[src/rtl/math_seq_8bit.sv]
// Multi-cycle ADD/SUB/MUL/DIV sequencer driving one shared external 8-bit add/sub unit.
// Optional div0 output enabled by defining MATH_SEQ_DIV0_FLAG_EN.
module math_seq_8bit (
    input  logic       clk,
    input  logic       rst_n,
    input  logic       req_valid,
    output logic       req_ready,
    input  logic [1:0] req_op,
    input  logic [7:0] req_a,
    input  logic [7:0] req_b,
    output logic       rsp_valid,
    input  logic       rsp_ready,
    output logic [7:0] rsp_lo,
    output logic [7:0] rsp_hi,
    output logic [7:0] mu_a,
    output logic [7:0] mu_b,
    output logic       mu_sub,
    input  logic [7:0] mu_sum
`ifdef MATH_SEQ_DIV0_FLAG_EN
    ,
    output logic       div0
`endif
);

    localparam int unsigned W    = 8;
    localparam int unsigned ITER = 8;
    localparam int unsigned CW   = $clog2(ITER);

    typedef enum logic [1:0] {S_IDLE, S_EXEC, S_DONE} state_e;
    typedef enum logic [1:0] {OP_ADD, OP_SUB, OP_MUL, OP_DIV} op_e;

    state_e          state_q, state_d;
    op_e             op_q, op_d;
    logic [W-1:0]    a_q, a_d, b_q, b_d;
    logic [W-1:0]    hi_q, hi_d, lo_q, lo_d;   // acc/mpl for MUL, rem/quo for DIV
    logic [CW-1:0]   cnt_q, cnt_d;
    logic            req_ready_q, req_ready_d, rsp_valid_q, rsp_valid_d;
    logic [W-1:0]    rsp_lo_q, rsp_lo_d, rsp_hi_q, rsp_hi_d;
    logic [W-1:0]    mu_a_q, mu_a_d, mu_b_q, mu_b_d;
    logic            mu_sub_q, mu_sub_d;
    logic            div0_q, div0_d;
    logic            carry, borrow, ge;

    always_ff @(posedge clk or negedge rst_n) begin
        if (!rst_n) begin
            state_q     <= S_IDLE;
            op_q        <= OP_ADD;
            a_q         <= '0;
            b_q         <= '0;
            hi_q        <= '0;
            lo_q        <= '0;
            cnt_q       <= '0;
            req_ready_q <= 1'b1;
            rsp_valid_q <= 1'b0;
            rsp_lo_q    <= '0;
            rsp_hi_q    <= '0;
            mu_a_q      <= '0;
            mu_b_q      <= '0;
            mu_sub_q    <= 1'b0;
            div0_q      <= 1'b0;
        end else begin
            state_q     <= state_d;
            op_q        <= op_d;
            a_q         <= a_d;
            b_q         <= b_d;
            hi_q        <= hi_d;
            lo_q        <= lo_d;
            cnt_q       <= cnt_d;
            req_ready_q <= req_ready_d;
            rsp_valid_q <= rsp_valid_d;
            rsp_lo_q    <= rsp_lo_d;
            rsp_hi_q    <= rsp_hi_d;
            mu_a_q      <= mu_a_d;
            mu_b_q      <= mu_b_d;
            mu_sub_q    <= mu_sub_d;
            div0_q      <= div0_d;
        end
    end

    // Next state and datapath; mu_* are precomputed so they are registered for the cycle they apply to.
    always_comb begin
        state_d  = state_q;
        op_d     = op_q;
        a_d      = a_q;
        b_d      = b_q;
        hi_d     = hi_q;
        lo_d     = lo_q;
        cnt_d    = cnt_q;
        rsp_lo_d = rsp_lo_q;
        rsp_hi_d = rsp_hi_q;
        mu_a_d   = '0;
        mu_b_d   = '0;
        mu_sub_d = 1'b0;
        carry    = (mu_sum < mu_a_q);
        borrow   = (mu_a_q < mu_b_q);
        ge       = hi_q[W-1] | (mu_a_q >= b_q);

        case (state_q)
            S_IDLE: begin
                if (req_valid) begin
                    op_d    = op_e'(req_op);
                    a_d     = req_a;
                    b_d     = req_b;
                    hi_d    = '0;
                    lo_d    = (op_e'(req_op) == OP_DIV) ? req_a : req_b;
                    cnt_d   = '0;
                    state_d = S_EXEC;
                end
            end
            S_EXEC: begin
                cnt_d = cnt_q + CW'(1);
                case (op_q)
                    OP_ADD: begin
                        rsp_lo_d = mu_sum;
                        rsp_hi_d = {{(W-1){1'b0}}, carry};
                        state_d  = S_DONE;
                    end
                    OP_SUB: begin
                        rsp_lo_d = mu_sum;
                        rsp_hi_d = {{(W-1){1'b0}}, borrow};
                        state_d  = S_DONE;
                    end
                    OP_MUL: begin
                        hi_d = {carry, mu_sum[W-1:1]};
                        lo_d = {mu_sum[0], lo_q[W-1:1]};
                    end
                    default: begin
                        hi_d = ge ? mu_sum : mu_a_q;
                        lo_d = {lo_q[W-2:0], ge};
                    end
                endcase
                if ((op_q == OP_MUL || op_q == OP_DIV) && cnt_q == CW'(ITER - 1)) begin
                    rsp_hi_d = hi_d;
                    rsp_lo_d = lo_d;
                    state_d  = S_DONE;
                end
            end
            S_DONE: begin
                if (rsp_ready) begin
                    state_d = S_IDLE;
                end
            end
            default: state_d = S_IDLE;
        endcase

        if (state_d == S_EXEC) begin
            case (op_d)
                OP_ADD: begin
                    mu_a_d = a_d;
                    mu_b_d = b_d;
                end
                OP_SUB: begin
                    mu_a_d   = a_d;
                    mu_b_d   = b_d;
                    mu_sub_d = 1'b1;
                end
                OP_MUL: begin
                    mu_a_d = hi_d;
                    mu_b_d = lo_d[0] ? a_d : '0;
                end
                default: begin
                    mu_a_d   = {hi_d[W-2:0], lo_d[W-1]};
                    mu_b_d   = b_d;
                    mu_sub_d = 1'b1;
                end
            endcase
        end

        req_ready_d = (state_d == S_IDLE);
        rsp_valid_d = (state_d == S_DONE);
        div0_d      = (state_d == S_DONE) && (op_d == OP_DIV) && (b_d == '0);
    end

    assign req_ready = req_ready_q;
    assign rsp_valid = rsp_valid_q;
    assign rsp_lo    = rsp_lo_q;
    assign rsp_hi    = rsp_hi_q;
    assign mu_a      = mu_a_q;
    assign mu_b      = mu_b_q;
    assign mu_sub    = mu_sub_q;

`ifdef MATH_SEQ_DIV0_FLAG_EN
    assign div0 = div0_q;
`else
    logic unused_div0;
    assign unused_div0 = div0_q;
`endif

endmodule

[config.mk]
export PLATFORM = sky130hd
export DESIGN_NAME = math_seq_8bit
export DESIGN_NICKNAME = d
export VERILOG_FILES = /design/src/rtl/math_seq_8bit.sv
export SDC_FILE = /design/constraint.sdc
export NUM_CORES = 1
export LEC_CHECK = 0
export CORE_MARGIN = 2
export CORE_UTILIZATION = 35
export CTS_CLUSTER_SIZE = 16
export DETAILED_ROUTE_END_ITERATION = 12
export SLEW_MARGIN = 20
export SYNTH_ARGS = -nofsm -noshare
export SYNTH_HDL_FRONTEND = slang
export SYNTH_SLANG_ARGS = --single-unit
[constraint.sdc]
create_clock -name clk -period 2.95 [get_ports clk]
set_input_delay 0.885 -clock clk [delete_from_list [all_inputs] [get_ports clk]]
set_output_delay 0.885 -clock clk [all_outputs]
set_load 0.005 [all_outputs]
# Word-level counts from Yosys, hierarchy flattened
# Cells that the tools add are included.
# word_totals
reg_bits	74
input_bits	30
# op_classes
reduce_logical	15
n_addsub	1
n_mux	32
n_bitwise	1
eq_ne	12
magnitude_cmp	3
# ops
cell	n
$mux 8	15
$pmux 8 s2	6
$lt 8x8->1	2
$eq 2x2->1 const B	6
$mux 2	6
$eq 2x1->1 const B	4
$ge 8x8->1	1
$logic_not 2->1	4
$pmux 2 s3	1
$pmux 3 s2	1
$reduce_and 2->1	3
$reduce_or 2->1	3
$reduce_bool 2->1	2
$add 3x1->3 const B	1
$eq 3x3->1 const B	1
$mux 3	1
$reduce_bool 3->1	1
$mux 1	2
$ne 2x2->1 const B	1
$logic_and 1x1->1	1
$logic_or 1x1->1	1
$or 1x1->1	1

# Longest topological paths before layout
# Gate-level depths: netlist of run 1.
# logic_depth
depth_word	7
depth_mapped	11
mapped_depth_nobuf	8

# Worst setup path after synthesis of run 1
# OpenSTA, ideal clock, no wires.
# synth_timing
kind	input to register
startpoint	input port req_valid
endpoint	register mu_b_q[7] (netlist: mu_b[7])
setup_slack_ns	0.385
n_path_buf	1
t_required_ns	2.828
path_stages	5
t_arrival_ns	2.443
cell_sequence	nor3b_4 -> mux2i_1 -> clkbuf_1 -> nand2_1 -> a32o_1
# synth_via
elab_chain_cells	5
word_cells_on_any_way	15
cone_classes	eq/ne: 2; mux: 13
# synth_lines
item	line_no	text
start: declaration	6	input logic req_valid,
$mux 8 or $mux 2 (tied branches)	100	if (req_valid) begin
$pmux 8 s2, or another cell as far along	98	case (state_q)
$mux 8 or $eq 2x2->1 (tied branches)	159, 147	
$mux 8	147	case (op_d)
$mux 8 (*)	146	if (state_d == S_EXEC) begin
named net mu_b_d[7]	39	logic [W-1:0] mu_a_q, mu_a_d, mu_b_q, mu_b_d;
end signal: assignment	74	mu_b_q <= mu_b_d;
end: declaration	39	
# The timed path passes the listed nets; every way through them passes the cells marked *. The select of a mux whose other input is x is not followed.
# A chain may end at the register's enable or synchronous reset.

# Worst setup path in the final report of run 1
# layout_timing
startpoint	input port req_valid
endpoint	register mu_b_q[2] (netlist: mu_b[2])
# layout_via
elab_chain_cells	5
word_cells_on_any_way	15
cone_classes	eq/ne: 2; mux: 13
# layout_lines
item	line_no	text
$mux 2	100	
$mux 2	98	
named net op_d[1]	33	op_e op_q, op_d;
$eq 2x2->1	147	
$mux 8	147	
$mux 8	146	
named net mu_b_d[2]	39	
# The timed path passes the listed nets, and every way through them passes these cells. The select of a mux whose other input is x is not followed.

==> run_results.csv, run 1 <==
group,metric,value,unit
outcome,status,"finished, final reports clean",
worst_setup_path,timing.critical_path.slowest_cell_delay,0.51,ns
sta,skew,0.0108,ns
synthesis,yosysWarnings,0,
drt,wl,14600,um
drt,drt_pass1_iterations,5,
synthesis,synthTopCellsByArea,"dfrtp_1 (42%), ha_1 (6.9%), mux2i_1 (6.4%)",
floorplanning,die_y,116,um
power_and_ir_drop,ir_drop,421,uV
drt,drtIter0Drc,266,
power_and_ir_drop,power_density,1100,nW/um^2
floorplanning,fp.coreArea,12100,sq um
synthesis,yosys.cell_types.count,57,
power_and_ir_drop,swShare,42.0,%
grt,grt_pass1_wl,23000,um
power_and_ir_drop,pwr-share-clk,19.0,%
cells_and_area,drive_above_1_share,12.8,%
power_and_ir_drop,switchingPower,2.66,mW
synthesis,ys_seq_elements,74,
worst_setup_path,slowest_stage,"clkdlybuf4s50_1",
synthesis,syn-mean-instance-area,9.15,sq um
worst_setup_path,cp-end-kind,"register",
drt,wl_per_cell,19.8,um
synthesis,synth_area,4380,sq um
cells_and_area,layout.nets,619,
run,drv_cap,0,
grt,grt_use_met3,3.71,%
clock_network,clk_pin_slew,0.06,ns
clock_network,htreeDepth,3,
sta,fmax,374,MHz
worst_setup_path,arrival,2.94,ns
min_path,hold_path_class,"register to register",
place,portBuffers,64,
place,preCtsSetupSlack,-0.0234,ns
clock_network,cts.sinks,74,
sta,worst_slack,0.277,ns
cells_and_area,seq_area,1850,sq um
grt,grt.overflow.total,0,
worst_setup_path,start_kind,"input port",
floorplanning,rows,40,
place,gp_congestion,0.926,
grt,antenna_found_initial,0,
worst_setup_path,cp_max_fo,25,
grt,busiest_layer,"met2",
sta,setup_violations,0,
cells_and_area,multiInputGateArea,2270,sq um
drt,post-route-drc-count,0,
power_and_ir_drop,p_comb_share,53.7,%
cells_and_area,n_antenna_cell,0,
grt,grt_use_total,22.6,%
synthesis,synth_flop_cell,"dfrtp_1",
place,place_hpwl,10800,um
grt,met1_usage,32.8,%
clock_network,cts_tree,"yes",
power_and_ir_drop,seqPwrFrac,27.2,%
floorplanning,die_area,13400,sq um
synthesis,yosysMostFrequentCell,"dfrtp_1",
sta,post-route-period-util,90.6,%
worst_setup_path,critPathKind,"input port to register",
clock_network,ctsHoldBuffers,0,
drt,postRouteAntennaNets,0,
sta,worst_pin_slew,0.979,ns
synthesis,synth.top_cell.area_share,41.8,%
clock_network,cts_resized,0,
clock_network,postCtsSetupRepairBufs,0,
cells_and_area,area_delta_synth_final,31.0,%
clock_network,insertion_delay,0.34,ns
clock_network,cts_made_buffers,9,
grt,gr-usage-met2,33.5,%
cells_and_area,fillCellCount,1184,
worst_setup_path,reg2reg_depth,9,
synthesis,ys_top_cells_by_count,"dfrtp_1 (73), nand2_1 (56), o21ai_0 (44), inv_1 (34), nor2_1 (31)",
power_and_ir_drop,internal-power,3.67,mW
clock_network,clock_path_buffers,2,
sta,rsz0062_at_grt,"no",
synthesis,synth_nets,532,
drt,vias_per_cell,5.66,
synthesis,syn_inst,478,
sta,period_minus_slack,2.67,ns
grt,grt_pass1_vias,4194,
power_and_ir_drop,leakage,2.53,nW
floorplanning,fp.dieW,116,um
synthesis,synth_top_area_cell,"dfrtp_1",
drt,vias,4175,
worst_setup_path,cp_data_required_time,3.22,ns
worst_setup_path,path_cells,"clkdlybuf4s50_1 > nor3b_4 > buf_4 > nand2_1 > o21ai_1 > and2_1 > and3_1 > a32o_1",
synthesis,synth-seq-area-share,42.4,%
grt,grt_max_degree,75,
synthesis,synth-edff-count,0,
sta,slew_violations,0,
min_path,holdPathStages,1,
sta,relSlewSlack,34.8,%
floorplanning,io-pin-count,65,
floorplanning,start_util,36.1,%
sta,timing_hold_violations_final,0,
synthesis,async_flop_share,100,%
sta,tns,0,ns
clock_network,clockRootBuffer,"clkbuf_16",
sequential cells by signal, summed over array words and instances, names as in the netlist, 3 cells and up:
name,flops
b_q,8
mu_a,8
lo_q,8
cnt_q,3
rsp_lo,8
a_q,8
mu_b,8
hi_q,8
rsp_hi,8
critical path, delay by kind of cell:
kind / cells / cell delay, ns
AND/OR/NAND/NOR: 4 / 0.87
buffers and inverters: 2 / 0.83
AO/OA/AOI/OAI: 2 / 0.33
power groups by stage:
stage | Sequential, mW | Combinational, mW | Clock [mW]
final | 1.72 | 3.40 | 1.20
after global placement | 1.73 | 3.29 | 0
after CTS | 1.72 | 3.36 | 1.21
after global routing | 1.77 | 3.70 | 1.26
after floorplan | 1.67 | 1.96 | 0
after detailed placement | 1.73 | 3.33 | 0
final timing paths:
path,startpoint,to,slack (ns)
max in group asynchronous,rst_n,rsp_hi[6],1.61
min,cnt_q[1],cnt_q[1],0.50
min reg2reg,cnt_q[1],cnt_q[1],0.50
min in group asynchronous,rst_n,a_q[0],0.69
max,req_valid,mu_b[2],0.28
max reg2reg,mu_a[0],mu_b[7],0.30
kinds of logic after synthesis:
kind of cell    synth area share [%]
simple gates                    13.4
compound gates                  24.2
mux                             7.43
buf+inv                         5.69
fa+ha+maj                       6.86
flops                           42.4
cell type report:
cell class	instances	share of cell area (%)
inverters	35	2.29
flip-flops and latches	74	32.3
clock buffers	9	3.93
clock inverters	7	1.64
repair buffers	105	16.5
multi-input cells	340	39.7
well taps	168	3.67
layer usage:
metal  up-vias  part of all wire [%]
li1       1919                     -
met3        34                   6.6
met2       203                    44
met5         -                     0
met1      2019                    46
met4         0                   3.5
metrics by stage:
stage	total power [mW]	hold slack (ns)	cells	util (%)	instance area (sq um)
after global placement	5.02	0.489	722	44.7	5410
after global routing	6.72	0.545	738	47.3	5730
after floorplan	3.64	0.453	478	-	4380
final	6.33	0.504	738	47.3	5730
after detailed placement	5.06	0.487	722	44.7	5410
after CTS	6.29	0.508	738	47.3	5730
layout by cell type (no fill, tap or decap), drive strengths merged, types with 3 or more instances in the layout:
cell / count
a2111oi: 3
a211o: 3
a211oi: 3
a21boi: 3
a21o: 3
a21oi: 24
a22o: 4
a22oi: 6
a32o: 8
and3: 5
buf: 42
clkbuf: 9
clkdlybuf4s50: 63
clkinv: 3
dfrtp: 73
ha: 24
inv: 35
mux2: 4
mux2i: 28
nand2: 56
nand2b: 5
nand3: 12
nor2: 31
nor2b: 7
o2111ai: 6
o211ai: 6
o21ai: 48
o221ai: 5
o22ai: 7
o32a: 6
or2: 3
Power figures use the tool's default switching activity.
==> inputs of run 2 (changes only) <==
--- a/config.mk
+++ b/config.mk
@@ -5,6 +5,7 @@
 export SDC_FILE = /design/constraint.sdc
 export NUM_CORES = 1
 export LEC_CHECK = 0
+export CAP_MARGIN = 10
 export CORE_MARGIN = 2
 export CORE_UTILIZATION = 35
 export CTS_CLUSTER_SIZE = 16
==> results of run 2 <==
No change in the layout: final DEF, timing and power equal those of run 1.
